===== src/rtl/ball_pkg.sv =====
// Shared grid geometry, state encodings and saturating arithmetic
// for the ball grid scheduler.
package ball_pkg;

    localparam int COLS   = 40;
    localparam int ROWS   = 30;
    localparam int CNT_W  = 9;
    localparam int ADDR_W = 11;
    localparam int CELLS  = ROWS * COLS;

    typedef enum logic [2:0] {INIT, ACCUM, DRAIN, SCAN, PUBLISH} state_t;
    typedef enum logic [1:0] {F_IDLE, F_READ, F_WRITE} flush_t;

    function automatic logic [CNT_W-1:0] sat_add(input logic [CNT_W-1:0] a,
                                                 input logic [CNT_W-1:0] b);
        logic [CNT_W:0] sum;
        sum = {1'b0, a} + {1'b0, b};
        return sum[CNT_W] ? '1 : sum[CNT_W-1:0];
    endfunction

endpackage


===== src/rtl/ball_run_accum.sv =====
// Run-length hit accumulator: collapses consecutive hits in one grid cell
// into a single read-modify-write of the count RAM.
module ball_run_accum
    import ball_pkg::*;
(
    input  logic              clk,
    input  logic              rst_n,
    input  logic              hit_en,
    input  logic              drain,
    input  logic              pix_valid,
    input  logic              pix_hit,
    input  logic [5:0]        pix_xg,
    input  logic [4:0]        pix_yg,
    input  logic [CNT_W-1:0]  mem_rdata,
    output logic [ADDR_W-1:0] mem_addr,
    output logic              mem_we,
    output logic [CNT_W-1:0]  mem_wdata,
    output logic              busy,
    output logic              overrun
);

    flush_t            ph;
    logic              hit_q;
    logic [ADDR_W-1:0] addr_q;
    logic [ADDR_W-1:0] run_addr;
    logic [ADDR_W-1:0] flush_addr;
    logic [CNT_W-1:0]  run_cnt;
    logic [CNT_W-1:0]  flush_cnt;
    logic              can_flush;

    // The flush slot frees up during the write cycle, so a new flush may start there.
    assign can_flush = (ph != F_READ);
    assign mem_addr  = flush_addr;
    assign mem_we    = (ph == F_WRITE);
    assign mem_wdata = mem_we ? sat_add(mem_rdata, flush_cnt) : '0;
    assign busy      = hit_q | (run_cnt != '0) | (ph != F_IDLE);

    always_ff @(posedge clk or negedge rst_n) begin
        if (!rst_n) begin
            ph         <= F_IDLE;
            hit_q      <= 1'b0;
            addr_q     <= '0;
            run_addr   <= '0;
            flush_addr <= '0;
            run_cnt    <= '0;
            flush_cnt  <= '0;
            overrun    <= 1'b0;
        end else begin
            hit_q   <= hit_en & pix_valid & pix_hit;
            addr_q  <= ADDR_W'(int'(pix_yg) * COLS + int'(pix_xg));
            overrun <= 1'b0;
            ph      <= (ph == F_READ) ? F_WRITE : F_IDLE;
            if (hit_q) begin
                if (run_cnt != '0 && addr_q == run_addr) begin
                    run_cnt <= sat_add(run_cnt, CNT_W'(1));
                end else if (run_cnt == '0) begin
                    run_addr <= addr_q;
                    run_cnt  <= CNT_W'(1);
                end else if (!can_flush) begin
                    // Flush slot still reading: this hit is lost, the old run stays.
                    overrun <= 1'b1;
                end else begin
                    flush_addr <= run_addr;
                    flush_cnt  <= run_cnt;
                    ph         <= F_READ;
                    run_addr   <= addr_q;
                    run_cnt    <= CNT_W'(1);
                end
            end else if (drain && run_cnt != '0 && can_flush) begin
                flush_addr <= run_addr;
                flush_cnt  <= run_cnt;
                ph         <= F_READ;
                run_cnt    <= '0;
            end
        end
    end

endmodule


===== src/rtl/ball_grid_scheduler.sv =====
// Time-shares the grid-count RAM between hit accumulation in active video and a
// combined max-scan/clear pass in vertical blanking; publishes the ball cell per frame.
module ball_grid_scheduler
    import ball_pkg::*;
#(
    parameter int THRESH = 8
) (
    input  logic              CLK,
    input  logic              RST_N,
    input  logic              ENABLE,
    input  logic              VGA_VS,
    input  logic              PIX_VALID,
    input  logic              PIX_HIT,
    input  logic [5:0]        PIX_XG,
    input  logic [4:0]        PIX_YG,
    output logic [ADDR_W-1:0] MEM_ADDR,
    output logic              MEM_WE,
    output logic [CNT_W-1:0]  MEM_WDATA,
    input  logic [CNT_W-1:0]  MEM_RDATA,
    output logic [5:0]        BALL_X,
    output logic [4:0]        BALL_Y,
    output logic              BALL_VALID,
    output logic              FRAME_DONE,
    output logic              BUSY,
    output logic              OVERRUN
);

    localparam logic [CNT_W-1:0]  THR       = CNT_W'(THRESH);
    localparam logic [ADDR_W-1:0] LAST_ADDR = ADDR_W'(CELLS - 1);
    localparam logic [5:0]        X_LAST    = 6'(COLS - 1);

    state_t            state;
    logic              vs_q, vs_rise, hit;
    logic [ADDR_W-1:0] cnt, t_addr;
    logic              t_we, own_top, odd, scan_done, cmp_valid, found, valid_q;
    logic [5:0]        sx, cmp_x, best_x;
    logic [4:0]        sy, cmp_y, best_y;
    logic [CNT_W-1:0]  best_cnt;
    logic [ADDR_W-1:0] a_addr;
    logic              a_we, a_busy, a_overrun;
    logic [CNT_W-1:0]  a_wdata;

    assign vs_rise    = VGA_VS & ~vs_q;
    assign hit        = PIX_VALID & PIX_HIT & ENABLE;
    // own_top tracks what is on the bus this cycle, not the FSM state.
    assign MEM_ADDR   = own_top ? t_addr : a_addr;
    assign MEM_WE     = own_top ? t_we : a_we;
    assign MEM_WDATA  = own_top ? '0 : a_wdata;
    assign BALL_VALID = valid_q & ENABLE;

    ball_run_accum u_accum (
        .clk       (CLK),
        .rst_n     (RST_N),
        .hit_en    ((state == ACCUM) & ENABLE),
        .drain     (state == DRAIN),
        .pix_valid (PIX_VALID),
        .pix_hit   (PIX_HIT),
        .pix_xg    (PIX_XG),
        .pix_yg    (PIX_YG),
        .mem_rdata (MEM_RDATA),
        .mem_addr  (a_addr),
        .mem_we    (a_we),
        .mem_wdata (a_wdata),
        .busy      (a_busy),
        .overrun   (a_overrun)
    );

    always_ff @(posedge CLK or negedge RST_N) begin
        if (!RST_N) begin
            state      <= INIT;
            vs_q       <= 1'b0;
            cnt        <= '0;
            t_addr     <= '0;
            t_we       <= 1'b0;
            own_top    <= 1'b0;
            odd        <= 1'b0;
            scan_done  <= 1'b0;
            cmp_valid  <= 1'b0;
            sx         <= '0;
            sy         <= '0;
            cmp_x      <= '0;
            cmp_y      <= '0;
            best_x     <= '0;
            best_y     <= '0;
            best_cnt   <= '0;
            found      <= 1'b0;
            valid_q    <= 1'b0;
            BALL_X     <= '0;
            BALL_Y     <= '0;
            FRAME_DONE <= 1'b0;
            BUSY       <= 1'b0;
            OVERRUN    <= 1'b0;
        end else begin
            vs_q       <= VGA_VS;
            FRAME_DONE <= 1'b0;
            t_we       <= 1'b0;
            own_top    <= 1'b0;
            if (a_overrun || (hit && (state == DRAIN || state == SCAN))) OVERRUN <= 1'b1;
            case (state)
                INIT: begin
                    t_addr  <= cnt;
                    t_we    <= 1'b1;
                    own_top <= 1'b1;
                    BUSY    <= 1'b1;
                    if (cnt == LAST_ADDR) begin
                        cnt   <= '0;
                        state <= ACCUM;
                    end else begin
                        cnt <= cnt + ADDR_W'(1);
                    end
                end
                ACCUM: begin
                    BUSY <= vs_rise;
                    if (vs_rise) state <= DRAIN;
                end
                DRAIN: begin
                    if (!a_busy) state <= SCAN;
                end
                SCAN: begin
                    // Read data for the previous cell is on MEM_RDATA while its clear is on the bus.
                    cmp_valid <= 1'b0;
                    if (cmp_valid && MEM_RDATA > THR && MEM_RDATA > best_cnt) begin
                        found    <= 1'b1;
                        best_cnt <= MEM_RDATA;
                        best_x   <= cmp_x;
                        best_y   <= cmp_y;
                    end
                    if (scan_done) begin
                        scan_done <= 1'b0;
                        BUSY      <= 1'b0;
                        state     <= PUBLISH;
                    end else begin
                        t_addr  <= cnt;
                        own_top <= 1'b1;
                        t_we    <= odd;
                        odd     <= ~odd;
                        if (odd) begin
                            cmp_valid <= 1'b1;
                            cmp_x     <= sx;
                            cmp_y     <= sy;
                            if (cnt == LAST_ADDR) begin
                                cnt       <= '0;
                                sx        <= '0;
                                sy        <= '0;
                                scan_done <= 1'b1;
                            end else begin
                                cnt <= cnt + ADDR_W'(1);
                                if (sx == X_LAST) begin
                                    sx <= '0;
                                    sy <= sy + 5'd1;
                                end else begin
                                    sx <= sx + 6'd1;
                                end
                            end
                        end
                    end
                end
                PUBLISH: begin
                    if (found) begin
                        BALL_X <= best_x;
                        BALL_Y <= best_y;
                    end
                    valid_q    <= found & ENABLE;
                    FRAME_DONE <= 1'b1;
                    found      <= 1'b0;
                    best_cnt   <= '0;
                    best_x     <= '0;
                    best_y     <= '0;
                    state      <= ACCUM;
                end
                default: state <= INIT;
            endcase
        end
    end

endmodule


===== config.mk =====
export PLATFORM = sky130hd
export DESIGN_NAME = ball_grid_scheduler
export DESIGN_NICKNAME = d
export VERILOG_FILES = /design/src/rtl/ball_pkg.sv /design/src/rtl/ball_run_accum.sv /design/src/rtl/ball_grid_scheduler.sv
export SDC_FILE = /design/constraint.sdc
export NUM_CORES = 1
export LEC_CHECK = 0
export ABC_AREA = 1
export BUFFER_PORTS_ARGS = -buffer_cell sky130_fd_sc_hd__buf_2
export CORE_AREA = 2 2 150 152
export CTS_CLUSTER_DIAMETER = 120
export DETAILED_ROUTE_END_ITERATION = 10
export DIE_AREA = 0 0 152 154
export HOLD_SLACK_MARGIN = 0.05
export PLACE_DENSITY = 0.49
export SYNTH_ARGS = -nofsm -noshare
export SYNTH_HDL_FRONTEND = slang
export SYNTH_SLANG_ARGS = --single-unit

===== constraint.sdc =====
create_clock -name CLK -period 2.1 [get_ports CLK]
set_input_delay 0 -clock CLK [delete_from_list [all_inputs] [get_ports CLK]]
set_output_delay 0 -clock CLK [all_outputs]
set_load 0.01 [all_outputs]

==> results.md, run 1 <==
- Walking the worst path, the cells encountered are ha_4 > nand2_4 > nor3_4 > nand3_1 > nand4_1 > buf_2 > nor2_1 > nor2_1 > buf_2.
- The critical path is of the flip-flop to output port type.
- The sequential fraction of the synthesis area is 47.8%.
- Leaving out fill and tap cells, the most frequent cell in the layout is nand2_1.
- The post-place instance area is 8200 sq um.
- The H-tree level count is 4.
- The net switching power of the design is 2.75 mW.
- The internal portion of total power is 5.88 mW.
- For this run, the total global-route usage over all layers was measured as 14.7%.
- The count of mapped cells out of synthesis is 895.
- Before antenna repair, the detailed router went through 4 iterations.
- The post-placement cell count is 1226.
- For this block, the via count after detailed routing is 5911.
- On the critical path, the stage with the largest delay is an instance of dfrtp_1.
- For this run, the share of the core covered by cells in the final layout is 42.9%.
- The maximum buffer depth of the clock tree is 2.
- The non-filler instance count after layout is 1289.
- The initial utilization of the core area, before any placement, comes to 34.8%.
- The I/O pin total is 62.
- Of all nets on the critical path, the largest fanout is 4.
- For met2 alone, demand over resource in global routing was 22.8%.
- The proportion of synthesized area in mux cells is 2.14%.
- The fraction of final layout cells sized beyond drive strength 1 is 18.5%.
- In this design, the largest share of critical-path delay is due to simple AND/OR/NAND/NOR gates.
- The count of flip-flops with a built-in enable after synthesis is 0.
- The total inserted antenna cells is 0.
- The total clock sinks is 144.
- The power per cell area is 929 nW/um^2.
- The run finished with clean final reports.
- The post-route antenna net violation count is 0.
- The synthesized area per cell is 8.42 sq um.
- The number of buffer and inverter stages on the critical path is 2.
- The number of storage elements in the synthesis netlist is 144.
- The initial detailed-routing violation count is 386.
- The worst path needs 2.10 ns of the cycle, external delays included.
- The sequential share of power is 41.7%.
- Based on the critical path, the design can be clocked at up to 477 MHz.
- The global routing's busiest layer is met2.
- The fraction of synthesis flops using an asynchronous set or reset pin is 100%.
- The number of failing hold endpoints at the final stage came to 0.
- After floorplanning, the core was divided into 54 placement rows.
- The endpoint identified for the worst register-to-register timing path is best_cnt[1].
- Summed over all layers, the routed wires come to 16.5 mm.
- TritonCTS created 17 clock buffers.
- Using the TritonRoute via totals, the vias-per-cell ratio works out to 4.59.
- The synthesized netlist devotes 6.92% of its cell area to compound gates.
- The signal arrival time at the worst endpoint is 2.10 ns.
- Routability-driven placement finished with a final weighted congestion of 0.825.
- By area, the combinational part of the netlist is dominated by simple AND/OR/NAND/NOR gates.
- After layout, the worst setup slack is 0.00438 ns.
- The slew of the pin with the lowest slew margin is 0.420 ns.
- The initial antenna violation count is 0.
- Of the total power, the share spent switching nets is 31.9%.
- The area of all placed cells without fillers is 9290 sq um.
- The half-perimeter wire length after detailed placement is 11.6 mm.
- Setup repair after global routing could not meet its margin everywhere.
- At the later pin of the worst-skew pair, clock insertion delay measures 0.42 ns.
- The number of cells on the worst reg-to-reg path is 11.
- Before CTS, the worst setup slack after placement is 0.130 ns.
- Data on the critical path is required at its endpoint by 2.10 ns.
- The final worst-path cycle share is 99.8%.
- Leaving out fill and tap cells, the most frequent cells in the layout are 257 x nand2_1, 144 x dfrtp_1, 100 x inv_1.
- The largest single stage delay on the critical path is 0.41 ns.
- The net count of the finished layout is 1057.
- The critical register-to-register path startpoint is best_cnt[8].
- The wire length per cell is 12.8 microns.
- The net count after synthesis is 956.
- The worst-case clock skew is 0.0108 ns.
- The static power due to leakage is 4.76 nW.
- The total of buffers placed on input and output ports is 61.
- The fraction of synthesized cell area in xor and xnor cells is 2.79%.
- The worst setup path is launched from a flip-flop.
- The global-route congestion overflow total is 0.
- The post-synthesis instance area is 7540 sq um.
- Counting buffers and inverters, the worst setup path is 9 cells deep.
- The first global-routing pass estimated 28.5 mm of wire.
- In this run the vertical extent of the chip is 154 microns.
- The path category of the worst min-delay check is primary input to asynchronous set/reset pin.
- Entering global routing, the biggest net connects 58 pins.
- The area of the core is 21700 sq um.
- Of the total synthesized cell area, the portion taken by full adders, half adders and majority gates is 6.11%.
- The primary flip-flop cell chosen by synthesis mapping is dfrtp_1.
- The area share of and/or/nand/nor cells after synthesis is 26.9%.
- IR analysis of the VDD net gives a maximum drop of 0.634 mV.
- The root buffer cell is clkbuf_16.
- The max capacitance violation total is 0.
- The area growth from synthesis to layout is 23.3%.
- The via count of the first global-routing pass is 5758.
- The final-report max-slew violation count is 0.
- The horizontal die dimension is 152 microns.
- Per report_power, the combinational group accounts for 20.6% of the total.
- The DRC violations left is 0.
- Measured against its own limit, the worst slew margin works out to 71.8%.
- The type of destination of the critical path is an output port.
- The area of the die is 23400 sq um.
- The fraction of power consumed by the clock network is 37.8%.
- Global routing consumed, on the met1 layer, 21.0% of the routing resources.
- The slack of the worst reg-to-reg path is 0.25 ns.
- TritonCTS built the clock tree.
- For this run, global-route usage on met3 was measured as 2.79%.
- Setup violations remaining at the end of the flow were counted as 0.
- The synthesis warning total is 0.
- Clock-pin slew was measured on the worst setup and hold paths at 0.07 ns.
- The netlist uses 46 different library cells.
layout make-up:
cell class | count | area [sq um]
sequential | 144 | 3600
clock inverter | 15 | 213
inverter | 109 | 418
timing repair buffer | 105 | 732
timing repair inverter | 2 | 12.5
clock buffer | 17 | 425
tap | 280 | 350
multi-input combinational | 617 | 3540
fill | 2163 | 12400
through the flow:
step                      TNS (ns)  hold slack (ns)  total power [mW]
after floorplan                  0           -0.296              4.78
after global placement           0          -0.0584              5.34
after detailed placement         0          -0.0554              5.36
after CTS                        0           0.0790              8.73
after global routing        -0.910           0.0896              9.19
final                            0           0.0575              8.64
synth_stat cells (all sizes together) (6+ instances only):
| cell type | n | area share [%] |
|---|---|---|
| nand2 | 269 | 14 |
| dfrtp | 144 | 48 |
| inv | 108 | 5.4 |
| nand3 | 88 | 6.4 |
| o21ai | 67 | 4.7 |
| nor2 | 58 | 3.3 |
| ha | 32 | 5.3 |
| a21oi | 21 | 1.6 |
| buf | 19 | 1.6 |
| nor3 | 15 | 1.3 |
| xor2 | 15 | 1.7 |
| mux2 | 11 | 2.1 |
| nand4 | 10 | 0.91 |
| xnor2 | 9 | 1.0 |
| clkbuf | 6 | 0.30 |
metal layers:
metal | wire [microns] | share of wire, % | up-vias
met5 | 0 | 0 | -
met4 | 152 | 0.92 | 0
met3 | 433 | 2.6 | 11
met2 | 7350 | 45 | 81
met1 | 8540 | 52 | 2738
li1 | - | - | 3081
power groups by stage:
stage	sequential (mW)	clock (mW)	combinational, mW
global placement	3.65	0	1.68
global route	3.67	3.45	2.07
detailed placement	3.66	0	1.70
floorplan	3.55	0	1.23
CTS	3.61	3.34	1.78
finish	3.60	3.26	1.78
flip-flops by register name, indices dropped and copies added, names as in the netlist, 9 cells and up:
register           cells
u_accum.run_addr      11
t_addr                11
best_cnt               9
cnt                   11
u_accum.mem_addr      11
u_accum.run_cnt        9
u_accum.flush_cnt      9
u_accum.addr_q        11
repair_timing:
| item | 4_1_cts | 5_1_grt |
|---|---|---|
| pin swaps | 3 | 8 |
| setup endpoints to repair | 9 | 30 |
| buffers inserted | 3 | 1 |
| resized for setup | 12 | 26 |
| cloned | 0 | 3 |
| hold buffers | 24 | 0 |
| hold endpoints to repair | 166 | 0 |
how the worst max path moves through the flow:
stage | startpoint | to
4_1_cts | u_accum.flush_cnt[0] | MEM_WDATA[8]
3_5_place_dp | u_accum.flush_cnt[0] | MEM_WDATA[8]
3_3_place_gp | u_accum.flush_cnt[0] | MEM_WDATA[8]
5_1_grt | u_accum.flush_cnt[0] | MEM_WDATA[8]
2_1_floorplan | u_accum.flush_cnt[0] | MEM_WDATA[8]
6_report | u_accum.flush_cnt[5] | MEM_WDATA[5]
worst register-to-register path, cell delays in order, from the launching register on:
cell	delay [ns]
dfrtp_1	0.34
inv_1	0.04
ha_1	0.28
nand2_1	0.08
nor2_2	0.16
nand3_1	0.09
nand3_1	0.09
a21oi_1	0.05
nand2_2	0.18
clkinvlp_4	0.26
nand2_1	0.11
nand2_1	0.05
kinds of logic after synthesis:
group,after synthesis
AO/OA/AOI/OAI,95
adder cells (fa/ha/maj),35
AND/OR/NAND/NOR,452
multiplexers,11
flip-flops,144
XOR/XNOR,24
buffers and inverters,134
(Power assumes the default switching activity.)
==> run 2, diff against run 1 <==
--- a/config.mk
+++ b/config.mk
@@ -7,12 +7,14 @@
 export LEC_CHECK = 0
 export ABC_AREA = 1
 export BUFFER_PORTS_ARGS = -buffer_cell sky130_fd_sc_hd__buf_2
-export CORE_AREA = 2 2 150 152
+export CORE_AREA = 2 2 151 153
+export CTS_BUF_LIST = sky130_fd_sc_hd__clkbuf_8
 export CTS_CLUSTER_DIAMETER = 120
 export DETAILED_ROUTE_END_ITERATION = 10
-export DIE_AREA = 0 0 152 154
+export DIE_AREA = 0 0 153 155
 export HOLD_SLACK_MARGIN = 0.05
 export PLACE_DENSITY = 0.49
 export SYNTH_ARGS = -nofsm -noshare
 export SYNTH_HDL_FRONTEND = slang
+export SYNTH_HIERARCHICAL = 1
 export SYNTH_SLANG_ARGS = --single-unit
==> run 2 against run 1 <==
Compared with the run above: the flow now finishes with violations (hold timing, setup timing); clock skew increased by 0.0027 ns; final cell count rose by 2.3%; synthesized area rose by 1.0%; sequential cell count did not move; die area rose by 1.3%; critical path type unchanged; critical endpoint is now MEM_WDATA[6]; highest routed layer unchanged.
==> results.md, run 2 <==
- The power per cell area is 999 nW/um^2.
- For this run, the total global-route usage over all layers was measured as 15.2%.
- Summed over all cells, the static leakage comes to 4.74 nW.
- The number of antenna diodes in the final layout is 0.
- The post-synthesis instance area is 7620 sq um.
- CTS placed an instance of clkbuf_8 at the clock tree root.
- The number of vias in the routed layout is 6006.
- Among all flip-flop cells after synthesis, the most frequent one is dfrtp_1.
- After layout, the minimum clock period comes to 2.24 ns.
- The area share of the largest cell type after synthesis is 47.3%.
- The signal on the critical path passes through ha_2 > inv_2 > fa_2 > o21ai_1 > buf_4 > a21oi_1 > xnor2_1 > nor2_1 > nor2_1 > inv_1 > nor2_1 > buf_2.
- STA classifies the critical path endpoint as an output port.
- The maximum buffer depth of the clock tree is 2.
- From synthesis to final layout, the design area changed by 20.6%.
- The DRC violations left is 0.
- The latest clock arrival within the worst-skew pair is 0.45 ns.
- The number of unique standard cell types used by synthesis is 39.
- The number of clock buffers inserted by TritonCTS is 17.
- The total setup violations reported at the end of the flow is 9.
- In the synthesized netlist, the cells that appear most often are 231 x nand2_1, 144 x dfrtp_1, 120 x inv_1.
- The sequential fraction of the synthesis area is 47.3%.
- In this run the tightest slew margin relative to its limit is 52.6%.
- The design draws 9.18 mW.
- The fmax is 446 MHz.
- The I/O pin total is 62.
- The floorplan step defined a die boundary enclosing 23700 sq um.
- The total of buffers placed on input and output ports is 61.
- The routability-driven placement congestion ratio is 0.808.
- The element type at the critical path start is a flip-flop.
- The fraction of synthesized cell area in xor and xnor cells is 2.99%.
- The top cell types in the final layout, fill and taps aside, are 229 x nand2_1, 144 x dfrtp_1, 117 x inv_1.
- Sorting the synthesized cells by area gives the leading types as dfrtp_1 47%, nand2_1 11%, inv_1 5.9%.
- Summed over all instances, the cell type with the most area after synthesis is dfrtp_1.
- The wire length of the first global-routing pass is 29.5 mm.
- The largest family of logic cells by synthesized area is simple AND/OR/NAND/NOR gates.
- STA puts the critical path data required time at 2.10 ns.
- The type of the worst setup path is flip-flop to output port.
- The floorplan step set the die height to 155 microns.
- The synthesis warning total is 6.
- Synthesis produced a netlist with a net count of 975.
- Detailed placement finished with a half-perimeter wire length of 11.7 mm.
- The detailed-route wire length is 17.0 mm.
- Clock tree synthesis found a total of 144 sinks.
- The synthesized area per cell is 8.33 sq um.
- The delay contributed by the slowest stage of the critical path is 0.36 ns.
- The run finished, with violations left.
- Multiplexer cells account for 1.77% of the synthesized area.
- For this run, the post-layout net count is 1082.
- Leaving out fill and tap cells, the most frequent cell in the layout is nand2_1.
- At the pin with the least slew margin, the transition time is 0.711 ns.
- The checks that failed: hold timing, setup timing.
- The slack of the worst reg-to-reg path is 0.26 ns.
- Setup repair after global routing could not meet its margin everywhere.
- The detail-routed via count per cell is 4.55.
- The initial antenna violation count is 0.
- The H-tree level count is 4.
- Across the whole layout, storage elements account for 3600 sq um.
- STA puts the critical path data arrival time at 2.24 ns.
- The wire length per cell is 12.9 microns.
- The synthesized netlist devotes 9.15% of its cell area to compound gates.
- The number of inserted filler cells in the final layout is 2217.
- The via count of the first global-routing pass is 5998.
- The initial cell density of the core is 34.3%.
- The number of failing hold endpoints at the final stage is 1.
- The slowest stage cell on the critical path is dfrtp_1.
- The count of flip-flops with a built-in enable after synthesis is 0.
- Entering global routing, the biggest net connects 71 pins.
- The CTS tree is done.
- After layout, the worst path uses 107% of the clock period.
- The number of storage elements in the synthesis netlist is 144.
- The pre-antenna-repair detailed-routing pass consisted of 4 iterations.
- The most frequently used cell type in the post-synthesis netlist is nand2_1.
- In this run, post-CTS hold repair placed 28 buffers.
- The fraction of final layout cells sized beyond drive strength 1 is 19.5%.
- The largest voltage drop on the vdd net is 0.631 mV.
- The detailed router finished its first iteration with 303 violations.
- The placement row count is 55.
- The post-CTS clock slew at the launch and capture registers of the worst setup and hold paths is 0.09 ns.
- The synthesized-area fraction occupied by adder cells is 6.05%.
- The area of the core is 22200 sq um.
- The maximum fanout count along the critical path is 3.
- Final hold analysis gives a worst-case slack of -0.150 ns.
- The final-report max-slew violation count was 0.
- The tool flagged a number of max-cap violations equal to 0.
- The path category of the worst min-delay check is primary input to flip-flop.
- In the post-route analysis, the smallest setup slack over all paths is -0.145 ns.
- After global routing the overflow that remains totals 0.
- The worst-case clock skew is 0.0134 ns.
- The cell repeated most along the worst path is nor2_1.
- The post-route antenna net violation count is 0.
- The aggregate negative setup slack is -1.02 ns.
- In the synthesized netlist the async set-or-reset flop fraction comes to 100%.
- Synthesis handed over a netlist of 914 instances.
- The die is 153 microns wide.
- The non-filler instance count after layout is 1319.
- Summing all multi-input logic gate instances after layout gives 3560 sq um.
- After detailed placement, the design holds a cell count of 1247.
- The synthesized netlist devotes 24.2% of its cell area to simple gates.
[run 2: changes by cell type after synthesis, moves of 4 or more]
cell / delta
o21ai_1: +8
a21oi_1: +15
nor2_1: +21
mux2_4: -10
o21ai_0: -20
inv_1: +17
o21ai_2: +18
xor2_1: +4
nand2_1: -29
buf_6: +4
buf_2: -4
mux2_2: +10
[run 2: per-stage QoR]
step	hold WS (ns)	setup slack, ns	util [%]	cell area, sq um
after floorplan	-0.296	0.264	-	7620
after global placement	0.0720	0.195	37.1	8250
after detailed placement	0.0684	0.138	37.1	8250
after CTS	-0.177	-0.161	41.0	9120
after global routing	-0.153	-0.369	41.3	9190
final	-0.150	-0.145	41.3	9190
[run 2: per-layer routing]
| layer | part of all wire, % | track usage, % | up-vias |
|---|---|---|---|
| li1 | - | - | 3134 |
| met1 | 53 | 22.3 | 2780 |
| met2 | 44 | 23.3 | 79 |
| met3 | 2.8 | 2.65 | 13 |
| met4 | 0.97 | 4.06 | 0 |
| met5 | 0 | 0 | - |
[run 2: critical path, delay by kind of cell, from the launching register on]
family                     cells  cell delay (ns)
AOI/OAI and AO/OA              2             0.20
xor gates and xnor gates       1             0.15
adders and majority gates      2             0.53
buffers and inverters          4             0.36
DFF                            1             0.36
and+or+nand+nor                3             0.22
[run 2: area by class of cell]
class / instances / share of cell area [%]
Sequential cell: 144 / 39.2
Multi-Input combinational cell: 618 / 38.8
Timing Repair Buffer: 113 / 8.81
Inverter: 127 / 5.19
Tap cell: 285 / 3.88
Clock buffer: 17 / 2.55
Clock inverter: 15 / 1.58
[run 2: report_power, final]
group / internal, mW / leakage, nW / switching, mW
Sequential: 3.40 / 1.90 / 0.443
Combinational: 1.18 / 2.66 / 2.05
Clock: 0.879 / 0.190 / 1.23
Total: 5.46 / 4.74 / 3.73
[run 2: final timing paths]
path	from	end	depth (start not counted)
min in group asynchronous	RST_N	u_accum/flush_cnt[7]	2
worst min-delay path	MEM_RDATA[0]	best_cnt[0]	3
worst max register to register	u_accum/run_cnt[0]	u_accum/run_addr[1]	9
worst min register to register	u_accum/overrun	OVERRUN	2
max in group asynchronous	RST_N	cnt[0]	3
worst max-delay path	u_accum/flush_cnt[0]	MEM_WDATA[6]	12
[run 2: cell families after synthesis]
family	count (synthesis)
and+or+nand+nor	427
buffers and inverters	153
DFF	144
AOI/OAI and AO/OA	117
adders and majority gates	35
xor gates and xnor gates	26
muxes	12
[run 2: repair_timing]
item	CTS	global route
setup endpoints to repair	9	9
cloned	1	0
pin swaps	14	12
resized for setup	31	9
setup buffers	6	5
hold endpoints to repair	109	1
